[config.mk]
export PLATFORM = sky130hd
export DESIGN_NAME = operand_pair_loader
export DESIGN_NICKNAME = d
export VERILOG_FILES = /design/src/rtl/operand_pair_loader.sv
export SDC_FILE = /design/constraint.sdc
export NUM_CORES = 1
export LEC_CHECK = 0
export ABC_CLOCK_PERIOD_IN_PS = 5300
export BUFFER_PORTS_ARGS = -buffer_cell sky130_fd_sc_hd__buf_2
export CORE_MARGIN = 1
export CORE_UTILIZATION = 39
export DETAILED_ROUTE_END_ITERATION = 8
export HOLD_SLACK_MARGIN = 0.02
export PLACE_DENSITY = 0.64
export SLEW_MARGIN = 20
export SYNTH_ARGS = -nofsm -noshare
export SYNTH_HDL_FRONTEND = slang
export SYNTH_SLANG_ARGS = --single-unit
export TNS_END_PERCENT = 1
[constraint.sdc]
create_clock -name clk -period 5.3 [get_ports clk]
set_clock_uncertainty 0.1 [all_clocks]
set_input_delay 0.795 -clock clk [delete_from_list [all_inputs] [get_ports clk]]
set_output_delay 0.795 -clock clk [all_outputs]
set_load 0.01 [all_outputs]
[src/rtl/operand_pair_loader.sv]
// rtl/operand_pair_loader.sv - byte-stream to operand-pair FIFO feeder for the 8-bit adder stage (optional PAIR_COUNT_EN)
module operand_pair_loader #(
   parameter int DATA_W = 8,
   parameter int DEPTH  = 4
) (
   input  logic                       clk,
   input  logic                       rst,
   input  logic                       flush,
   input  logic [DATA_W-1:0]          in_data,
   input  logic                       in_valid,
   output logic                       in_ready,
   output logic [DATA_W-1:0]          op_a,
   output logic [DATA_W-1:0]          op_b,
   output logic                       out_valid,
   input  logic                       out_ready,
   output logic [$clog2(DEPTH):0]     level,
   output logic                       pending_a
`ifdef PAIR_COUNT_EN
   ,
   output logic [7:0]                 pair_count
`endif
);

   localparam int PW = $clog2(DEPTH);
   localparam int LW = PW + 1;

   typedef enum logic {WAIT_A = 1'b0, WAIT_B = 1'b1} state_t;

   state_t                  state_q, state_d;
   logic [DATA_W-1:0]       a_hold;
   logic [2*DATA_W-1:0]     mem [DEPTH];
   logic [PW-1:0]           wr_ptr, rd_ptr;
   logic [2*DATA_W-1:0]     head;
   logic                    push, pop, accept;

   assign accept = in_valid && in_ready;
   assign pop    = out_valid && out_ready;
   assign head   = mem[rd_ptr];

   // Pairing FSM: next state, input handshake and FIFO push decision
   always_comb begin
      state_d   = state_q;
      in_ready  = 1'b1;
      push      = 1'b0;
      pending_a = 1'b0;
      case (state_q)
         WAIT_A: begin
            if (in_valid) state_d = WAIT_B;
         end
         WAIT_B: begin
            pending_a = 1'b1;
            // Only the registered level gates B, so in_ready never sees out_ready.
            in_ready  = (level < LW'(DEPTH));
            if (in_valid && in_ready) begin
               push    = 1'b1;
               state_d = WAIT_A;
            end
         end
         default: state_d = WAIT_A;
      endcase
   end

   // FSM state register and held A byte
   always_ff @(posedge clk) begin
      if (rst || flush) begin
         state_q <= WAIT_A;
         a_hold  <= '0;
      end else begin
         state_q <= state_d;
         if (state_q == WAIT_A && accept) a_hold <= in_data;
      end
   end

   // Pair storage; content is qualified by level so it needs no reset
   always_ff @(posedge clk) begin
      if (!rst && !flush && push) mem[wr_ptr] <= {a_hold, in_data};
   end

   // Pointers and occupancy; flush discards any push or pop in the same cycle
   always_ff @(posedge clk) begin
      if (rst || flush) begin
         wr_ptr <= '0;
         rd_ptr <= '0;
         level  <= '0;
      end else begin
         if (push) wr_ptr <= wr_ptr + 1'b1;
         if (pop)  rd_ptr <= rd_ptr + 1'b1;
         case ({push, pop})
            2'b10:   level <= level + 1'b1;
            2'b01:   level <= level - 1'b1;
            default: level <= level;
         endcase
      end
   end

   // Head presentation, zeroed while the FIFO is empty
   always_comb begin
      out_valid = (level != '0);
      op_a      = out_valid ? head[2*DATA_W-1:DATA_W] : '0;
      op_b      = out_valid ? head[DATA_W-1:0]        : '0;
   end

`ifdef PAIR_COUNT_EN
   // Saturating count of consumed pairs
   always_ff @(posedge clk) begin
      if (rst || flush)                pair_count <= '0;
      else if (pop && pair_count != 8'hFF) pair_count <= pair_count + 8'd1;
   end
`endif

endmodule

# Word-level counts from Yosys, hierarchy flattened
# Memories as Yosys holds them, arrays and structs flattened. A register that Yosys moved wholly into a read port is not among the register bits.
# Cells that the tools add are included.
# Widths: inputs -> output; s select.
dict set report op_classes {
  reduce_logical 11
  n_lt_le_gt_ge 1
  n_shift 0
  eq_ne 2
  n_bitwise 1
  add_sub_neg 4
  div_mod_pow 0
  mul 0
  muxes 14
}
# cell count
set ops {}
lappend ops {{$mux 8} 2}
lappend ops {{$mux 1} 8}
lappend ops {{$logic_and 1x1->1} 6}
lappend ops {{$pmux 3 s2} 1}
lappend ops {{$add 2x1->2 const B} 2}
lappend ops {{$mux 2} 2}
lappend ops {{$add 3x1->3 const B} 1}
lappend ops {{$lt 3x3->1 const B} 1}
lappend ops {{$reduce_bool 3->1} 1}
lappend ops {{$sub 3x1->3 const B} 1}
lappend ops {{$eq 2x1->1 const B} 1}
lappend ops {{$eq 2x2->1 const B} 1}
lappend ops {{$logic_not 1->1} 2}
lappend ops {{$pmux 1 s2} 1}
lappend ops {{$reduce_bool 2->1} 1}
lappend ops {{$logic_or 1x1->1} 1}
lappend ops {{$not 1->1} 1}
dict set report word_totals {
  mem_bits_rw 64
  elab_cells 39
  regBits 16
  mem_count 1
  romBits 0
  in_bits 13
  latchBits 0
  out_inout_bits 22
}
# name depth width read_ports rd_clocked_by_memory_dff wr line
set mem_list {}
lappend mem_list {mem 4 16 1 1 1 31} ;# logic [2*DATA_W-1:0] mem [DEPTH];

# Depth between registers and ports, before layout
# Gate-level depths: netlist (run 1).
dict set report logic_depth {
  word_depth 7
  depth_mapped 8
  depth_no_buf 8
}

# Worst setup path before layout (run 1)
# No wires, ideal clock.
dict set report synth_path {
  path_type {input-to-reg}
  start {input flush}
  end {memory mem[0][0] (netlist name), enable pin}
  setup_ns 0.374
  arrival_time_ns 1.861
  path_buffers 1
  path_stages 4
  required_ns 4.826
  slack_ns 2.965
  path_cell_list {or2_2 clkbuf_1 nor2_1 and2_1}
}
dict set report synth_between {
  elab_chain_len 5
}
# element line
set synth_lines {}
lappend synth_lines {{start, declared} 8} ;# input logic flush,
lappend synth_lines {{$logic_not 1->1} 76} ;# if (!rst && !flush && push) mem[wr_ptr] <= {a_hold, in_data};
lappend synth_lines {{$logic_and 1x1->1 (2 in series)} 76}
lappend synth_lines {{$mux 1} 76}
lappend synth_lines {{$mux 1 (not written as such)} 76}
lappend synth_lines {{end, declared} 31}
# No other way between the ends.

==> results, run 1 <==
- The flow ran to the end, and the final reports show no timing, DRC or antenna violations.
- The top-level I/O count is 35.
- The biggest cell delay along the critical path is 1.01 ns.
- The total number of nets in the final design is 241.
- The congestion estimate from routability-driven global placement came to between 0.6 and 0.7.
- The net count after synthesis is slightly above 200.
- The initial standard-cell utilization of the core is 40.04%.
- In this run the cell area of the synthesized design comes to 3273 µm².
- The post-synthesis simple-gate area fraction is 8.639%.
- In this run, distinct cell masters in the synthesized netlist total 27.
- The slowest cell on the critical path is sky130_fd_sc_hd__dfxtp_1.
- The total overflow left after global routing is 0.
- The type of the most critical hold path is reg2reg.
- The kind of launch point of the worst setup path is a flop.
- Averaged over all synthesized cells, the footprint is 17.79 µm².
- The height of the chip is 93.61 µm.
- For the pin with the worst max-slew slack, the measured transition is 1.037 ns.
- The multiplexer fraction of the synthesized cell area is 14.45%.
- TritonCTS built the clock tree.
- Power comes to 1.198 mW.
- In this run the critical register-to-register path is captured at level[2].
- The deepest level of the CTS H-tree is 3.
- The instance count of the mapped netlist is 184.
- The cell depth of the worst flop-to-flop path is 7.
- The combinational family with the most area after synthesis is multiplexers.
- The count of final max-slew check failures came to 0.
- The initial antenna violation count is 0.
- Ranked by total cell area, the synthesized netlist is headed by sky130_fd_sc_hd__edfxtp_1 (59%), sky130_fd_sc_hd__dfxtp_1 (11%), sky130_fd_sc_hd__mux4_2 (6.9%).
- Counting along the longest clock path gives a buffer depth of 2.
- The fraction of layout instances using a drive strength above 1 is between 20% and 30%.
- Measured against its own limit, the worst slew margin works out to 30.74%.
- The critical path required time is 4.41 ns.
- The die is between 90 and 100 µm wide.
- Data arrives at the worst endpoint at about 2.3 ns.
- The total placed cells including tap cells is 315.
- The floorplan step defined a die boundary enclosing 8763 µm².
- The most frequently used cell type in the post-synthesis netlist is sky130_fd_sc_hd__edfxtp_1.
- Summing the areas of all fa, ha and maj instances in the mapped netlist gives ~2.5% of the synthesized area.
- The compound-cell area share of the yosys netlist is 0.9939%.
- For this run, the leading register cell type out of synthesis is sky130_fd_sc_hd__edfxtp_1.
- Setup repair after global routing left no endpoint under its margin.
- The kind of end point of the critical path is an output pin.
- By count the netlist is led by sky130_fd_sc_hd__edfxtp_1 (64), sky130_fd_sc_hd__dfxtp_1 (18), sky130_fd_sc_hd__nor2_1 (17), sky130_fd_sc_hd__nor2b_1 (13), sky130_fd_sc_hd__mux4_2 (10).
- The total leakage power is about 1.3 nW.
- In this run, post-CTS repair resized a total of 0 instances.
- The summed negative setup slack over all endpoints is 0 ns.
- The minimum clock period is 3.164 ns.
- The number of global-route vias before repair is 1564.
- The top-area cell type share of the netlist area is 58.72%.
- Wires add up to 5.204 mm.
- Summed over all nets, the half-perimeter wirelength after detailed placement is ~3.2 mm.
- The worst setup path endpoint is op_b[2].
- The total routing usage reported by global routing is 13.12%.
- The routed layout has 1578 vias.
- The final hold violation count is 0.
- Using the TritonRoute via totals, the vias-per-cell ratio works out to 4.753.
- By startpoint and endpoint, the worst setup path is classified as reg2out.
- The worst register-to-register path begins at level[2].
- The final worst-path cycle share is 59.70%.
- The number of setup buffers added after CTS is 0.
- Setup slack on the worst reg-to-reg path comes out at 3.11 ns.
- The first detailed-routing pass took 4 iterations.
- The tool flagged a number of max-cap violations equal to 0.
- The largest voltage drop on the vdd net is 119.2 µV.
- The TritonCTS sink count is 82.
- The total CTS buffers is 9.
- The share of flip-flops with an asynchronous set or reset is 0%.
- The critical path crosses 3 cells after its start point.
- The core region is 8175 µm².
- Entering global routing, the biggest net connects 20 pins.
- 0 antenna diodes ended up in the layout.
- The cell at the root of the clock tree is sky130_fd_sc_hd__clkbuf_8.
- Once detail routing completed, the nets flagged for antenna violations numbered 0.
- The maximum operating frequency is 0.3161 GHz.
- The first global-routing pass estimated 8.162 mm of wire.
- Leaving out filler cells and counting taps, the final layout contains 332.
- For this run, the number of Yosys warnings is 0.
- In this run, post-CTS hold repair placed 0 buffers.
- The DRC violation count after routing is 0.
- The number of cell rows is 33.
- The power density over the cells is 320.0 nW/µm².
- After synthesis the netlist holds a flip-flop and latch count of 82.
- Buffers placed on the I/O ports in this run total 34.
- The final number of setup-violating endpoints is 0.
- The kind of cell with the highest combined delay along the critical path is flip-flops.
- In this run the worst path has a maximum fanout of 16.
- In this run, the number of DRC markers left after iteration 0 of detailed routing was 108.
- Of the total synthesized cell area, the portion taken by XOR and XNOR cells is 1.070%.
- The critical path goes through mux4_2 -> nor2b_1 -> buf_2.
- For the worst-skew pair, the clock arrives at the later sink with an insertion delay of 0.33 ns.
- The largest area contributor in the synthesized netlist is sky130_fd_sc_hd__edfxtp_1.
- For this run, the register share of the synthesized area comes to approximately 70%.
- The number of enable flip-flop cells after synthesis is 64.
- The buffer and inverter count on the worst path is 1.
- The average wire per cell in the routed design is 15.67 µm.
- The area growth from synthesis to layout is 14.37%.
- The clock-pin slew on the worst setup and hold paths is around 0.08 ns.
cells in the final DEF, fill, tap and decap left out, types with 2 or more instances in the layout:
master,Yosys,final
sky130_fd_sc_hd__ha_1,5,5
sky130_fd_sc_hd__clkbuf_8,0,9
sky130_fd_sc_hd__nor2b_1,13,12
sky130_fd_sc_hd__dfxtp_1,18,18
sky130_fd_sc_hd__a21oi_1,3,3
sky130_fd_sc_hd__xor2_1,3,3
sky130_fd_sc_hd__mux4_1,6,6
sky130_fd_sc_hd__edfxtp_1,64,64
sky130_fd_sc_hd__nor2b_4,4,4
sky130_fd_sc_hd__nor2_1,17,17
sky130_fd_sc_hd__and2_1,4,4
sky130_fd_sc_hd__or3_1,2,2
sky130_fd_sc_hd__mux4_2,10,10
sky130_fd_sc_hd__mux2i_1,9,9
sky130_fd_sc_hd__buf_2,4,34
sky130_fd_sc_hd__o21ai_0,2,2
sky130_fd_sc_hd__clkinv_2,0,2
sky130_fd_sc_hd__inv_1,7,7
sky130_fd_sc_hd__bufinv_16,0,2
sky130_fd_sc_hd__clkbuf_1,2,2
sky130_fd_sc_hd__nand2_1,2,2
through the flow:
| stage | hold WS (ns) | utilization, % | area, µm² | setup WS (ns) |
|---|---|---|---|---|
| after floorplan | 0.3591 | - | 3273 | 2.965 |
| after global placement | 0.3676 | 43.01 | 3516 | 2.380 |
| after detailed placement | 0.3927 | 43.01 | 3516 | 2.378 |
| after CTS | 0.4133 | 45.58 | 3726 | 2.001 |
| after global routing | 0.4253 | 45.79 | 3744 | 1.966 |
| final | 0.4075 | 45.79 | 3744 | 2.136 |
kinds of logic after synthesis:
group,Yosys count
compound gates,6
buf+inv,15
flops,82
simple gates,46
fa+ha+maj,6
mux,25
xor+xnor,4
worst min-delay path by stage:
stage,start,to,slack [ns],cells past startpoint
after floorplan,rd_ptr[1],flop,0.36,2
after global placement,rd_ptr[1],flop,0.37,2
after global routing,a_hold[4],mem[1][12],0.43,0
after CTS,rd_ptr[1],flop,0.41,2
final,a_hold[7],mem[2][15],0.41,0
after detailed placement,a_hold[4],mem[0][12],0.39,0
routing by layer:
layer / share of wire, % / global-route usage [%] / vias to the layer above / wire length (µm)
li1: - / - / 761 / -
met5: 0 / 0 / - / 0
met3: 4.3 / 3.984 / 8 / 222
met4: 1.2 / 4.615 / 0 / 61
met1: 44 / 15.31 / 780 / 2270
met2: 51 / 22.86 / 29 / 2649
power by group:
group	switching (mW)	total [mW]	internal, mW
combinational	0.0173	0.0300	0.0127
clock	0.206	0.471	0.265
sequential	0.00383	0.697	0.693
total	0.227	1.20	0.971
flip-flops by register name, summed over array words and instances, names as in the netlist, named ones only:
signal,flops
mem,64
level,3
wr_ptr,2
rd_ptr,2
a_hold,8
state_q,1
final cells by class:
class                           instances  area (µm²)
Clock buffer                           11       131.4
Clock inverter                          5       78.83
Fill cell                             715        4432
Inverter                                7       26.28
Multi-Input combinational cell         87       908.4
Sequential cell                        82        2282
Tap cell                              105       131.4
Timing Repair Buffer                   35       185.2
(Power assumes the default switching activity.)
==> run 2: changes to the inputs <==
- ABC_CLOCK_PERIOD_IN_PS: 5300 -> 3060
- clock period: 5.3 -> 3.06 ns (I/O delays scaled with it)
==> run 2 against run 1 <==
Against the previous run: first-iteration DRC count fell by 54%; core utilization grew 0.80 points; critical endpoint is now op_b[3]; highest routed layer unchanged; largest cell class unchanged; power grew 81%; worst hold slack got worse by 0.16 ns; sequential power is 74% higher; largest power group unchanged; critical path type unchanged.
==> results, run 2 (synthesized netlist as in run 1, its figures left out) <==
- The internal portion of the total power is around 1.8 mW.
- The via-per-instance ratio is 4.858.
- The length of the first detailed-routing pass in iterations is 4.
- Traced cell by cell, the critical path runs through mux4_2 -> nor2b_1 -> buf_2.
- The later pin in the worst-skew pair is clocked with a latency of 0.34 ns.
- The minimum clock period is 2.409 ns.
- The clock-pin slew on the worst setup and hold paths is 0.08 ns.
- The critical path required time is 2.50 ns.
- The initial antenna violation count is 0.
- The flow ran to the end, and the final reports show no timing, DRC or antenna violations.
- The number of filler cells placed in the layout is ~740.
- The net switching power of the design is 0.4104 mW.
- 35 I/O pins were placed.
- The cts-stage hold buffer count is 0.
- Once detail routing completed, the nets flagged for antenna violations numbered 0.
- The data arrival time of the worst path is 1.85 ns.
- The internal reg-to-reg setup slack is 0.92 ns.
- The cell at the root of the clock tree is sky130_fd_sc_hd__clkbuf_8.
- The hold path endpoint is mem[0][5].
- STA classifies the critical path endpoint as an output pin.
- The sequential group share of total power is 55.4%.
- The tightest min-delay check is of the in2reg type.
- VDD sags by at most 252.5 µV.
- The congestion estimate from routability-driven global placement came to 0.6700.
- The most common library cell in the layout ignoring fill and taps is sky130_fd_sc_hd__edfxtp_1.
- The wire length of the first global-routing pass is 8.418 mm.
- Summed over all failing endpoints, the final setup total negative slack is 0 ns.
- The start of the worst register-to-register path is level[2].
- The residual overflow from global routing is 0.
- The pin slew with the least headroom to its limit is just over 0.7 ns.
- Final hold analysis gives a worst-case slack of 0.2479 ns.
- The number of global-route vias before repair is 1668.
- TritonCTS built the clock tree.
- Relative to the synthesized area, the layout overhead comes to 16.36%.
- After detailed routing, the average wire length per cell comes to 15.54 µm.
- The register with the most flip-flops in the final layout is mem.
- The final number of setup-violating endpoints is 0.
- On the worst path, the slowest cell contributes a delay of ~0.8 ns.
- The floorplan step set the die width to roughly 94 µm.
- The maximum operating frequency is 0.4152 GHz.
- The clock tree synthesis step divided the H-tree into 3 levels.
- The final hold violation count is 0.
- The detailed router's first-iteration violation count is 50.
- Of the cells placed in the final design, the portion with a size suffix greater than 1 is 31.33%.
- After the last flow step, the layout net total stands at 247.
- OpenSTA, run right after detailed placement, puts the worst setup slack at 0.8514 ns.
- The pin count of the biggest net entering global routing is 20.
- For this configuration, the core starts out at a cell density of between 40 and 50%.
- The highest net fanout along the worst path is 16.
- Across the run, the number of max-cap violations was 0.
- The floorplan step set the die height to 93.61 µm.
- The share of total power dissipated in combinational logic is 2.5%.
- Setup repair after global routing left no endpoint under its margin.
- The destination of the worst register-to-register timing path is level[2].
- The repair_antennas step left the layout with diodes totalling 0.
- The net switching share of the total power is approximately a fifth.
- The worst setup path is launched from a flop.
- In the layout the commonest cells are sky130_fd_sc_hd__edfxtp_1 (64), sky130_fd_sc_hd__buf_2 (34), sky130_fd_sc_hd__dfxtp_1 (18).
- In this run the most critical hold path is launched from in_data[5].
- The number of cell rows is 33.
- The cell depth of the worst flop-to-flop path is 7.
- The worst pin sits at a relative slew slack of approximately half.
- The final worst-path cycle share is 78.71%.
- During placement, the flow inserted port buffers numbering 34.
- The number of flip-flops in the largest register is 64.
- The largest registers in the layout are mem: 64 flops, a_hold: 8 flops, level: 3 flops.
- The clock group share of total power is 42.1%.
- The maximum count of clock buffers along a single path is 2.
- The total CTS buffers is 9.
- Once detailed placement completed, the half-perimeter wirelength came to 3.124 mm.
- Across every metal layer, demand over resource in global routing totals 13.40%.
- The count of final max-slew check failures was 0.
- For this design the ratio of total power to cell area is 570.9 nW/µm².
- The number of setup buffers added after CTS is 0.
- Detailed routing inserted a total of 1642 vias.
- For this block, the routed nets add up to ~5.3 mm of wire.
- The DRC violation count after routing is 0.
- Along the worst hold path, the cell count comes to 1.
- The category of the critical setup timing path is reg2out.
- The tree built by TritonCTS fans out to roughly 80 sinks.
- The worst path setup slack after routing is 0.6514 ns.
- The total leakage power is 1.369 nW.
- The quantity of gates resized following cts is 0.
- The die covers ~9000 µm².
- For this design, the slowest cell found on the critical path is sky130_fd_sc_hd__dfxtp_1.
- The total area inside the core boundary comes to between 8000 and 9000 µm².
run 2: changes by cell type in the layout (fill, tap and decap cells not counted), sizes merged:
cell / delta
clkinv: -1
clkbuf: -2
inv: +1
clkinvlp: +1
buf: +6
bufinv: +1
run 2: final cells by class:
class | count | area [µm²] | area share, %
flip-flops and latches | 82 | 2282 | 59.92
multi-input cells | 87 | 905.9 | 23.78
repair buffers | 41 | 222.7 | 5.848
well taps | 105 | 131.4 | 3.449
clock buffers | 9 | 123.9 | 3.252
clock inverters | 7 | 116.4 | 3.055
inverters | 7 | 26.28 | 0.6899
run 2: worst max path at each step:
stage	from	to	slack, ns	cells after the start
3_5_place_dp	in_valid	level[2]	0.85	8
3_3_place_gp	in_valid	level[2]	0.91	8
4_1_cts	flop	op_b[2]	0.57	3
2_1_floorplan	level[2]	level[2]	1.00	7
5_1_grt	flop	op_b[2]	0.52	3
6_report	flop	op_b[3]	0.65	3
run 2: power groups by stage:
stage / Sequential (mW) / Combinational (mW) / Clock, mW
after CTS: 1.21 / 0.0548 / 0.938
after floorplan: 1.23 / 0.0299 / 0
after detailed placement: 1.23 / 0.0546 / 0
after global routing: 1.21 / 0.0601 / 0.981
final: 1.21 / 0.0537 / 0.915
after global placement: 1.23 / 0.0536 / 0
run 2: metal layers:
metal,vias up,share of wire (%),track usage (%)
met5,-,0,0
met4,0,1.4,6.538
met3,9,3.8,2.602
met2,37,50,21.94
met1,825,45,17.09
li1,771,-,-
run 2: critical path, delay by kind of cell (launching register included):
family	cells	cell delay, ns
DFF	1	0.80
muxes	1	0.42
and+or+nand+nor	1	0.15
buffers and inverters	1	0.15
run 2: through the flow:
stage / total power, mW / cells / instance area (µm²) / utilization (%)
final: 2.174 / 338 / 3809 / 46.59
after global routing: 2.248 / 338 / 3809 / 46.59
after CTS: 2.198 / 338 / 3809 / 46.59
after detailed placement: 1.286 / 322 / 3568 / 43.65
after global placement: 1.284 / 322 / 3568 / 43.65
after floorplan: 1.260 / 184 / 3273 / -
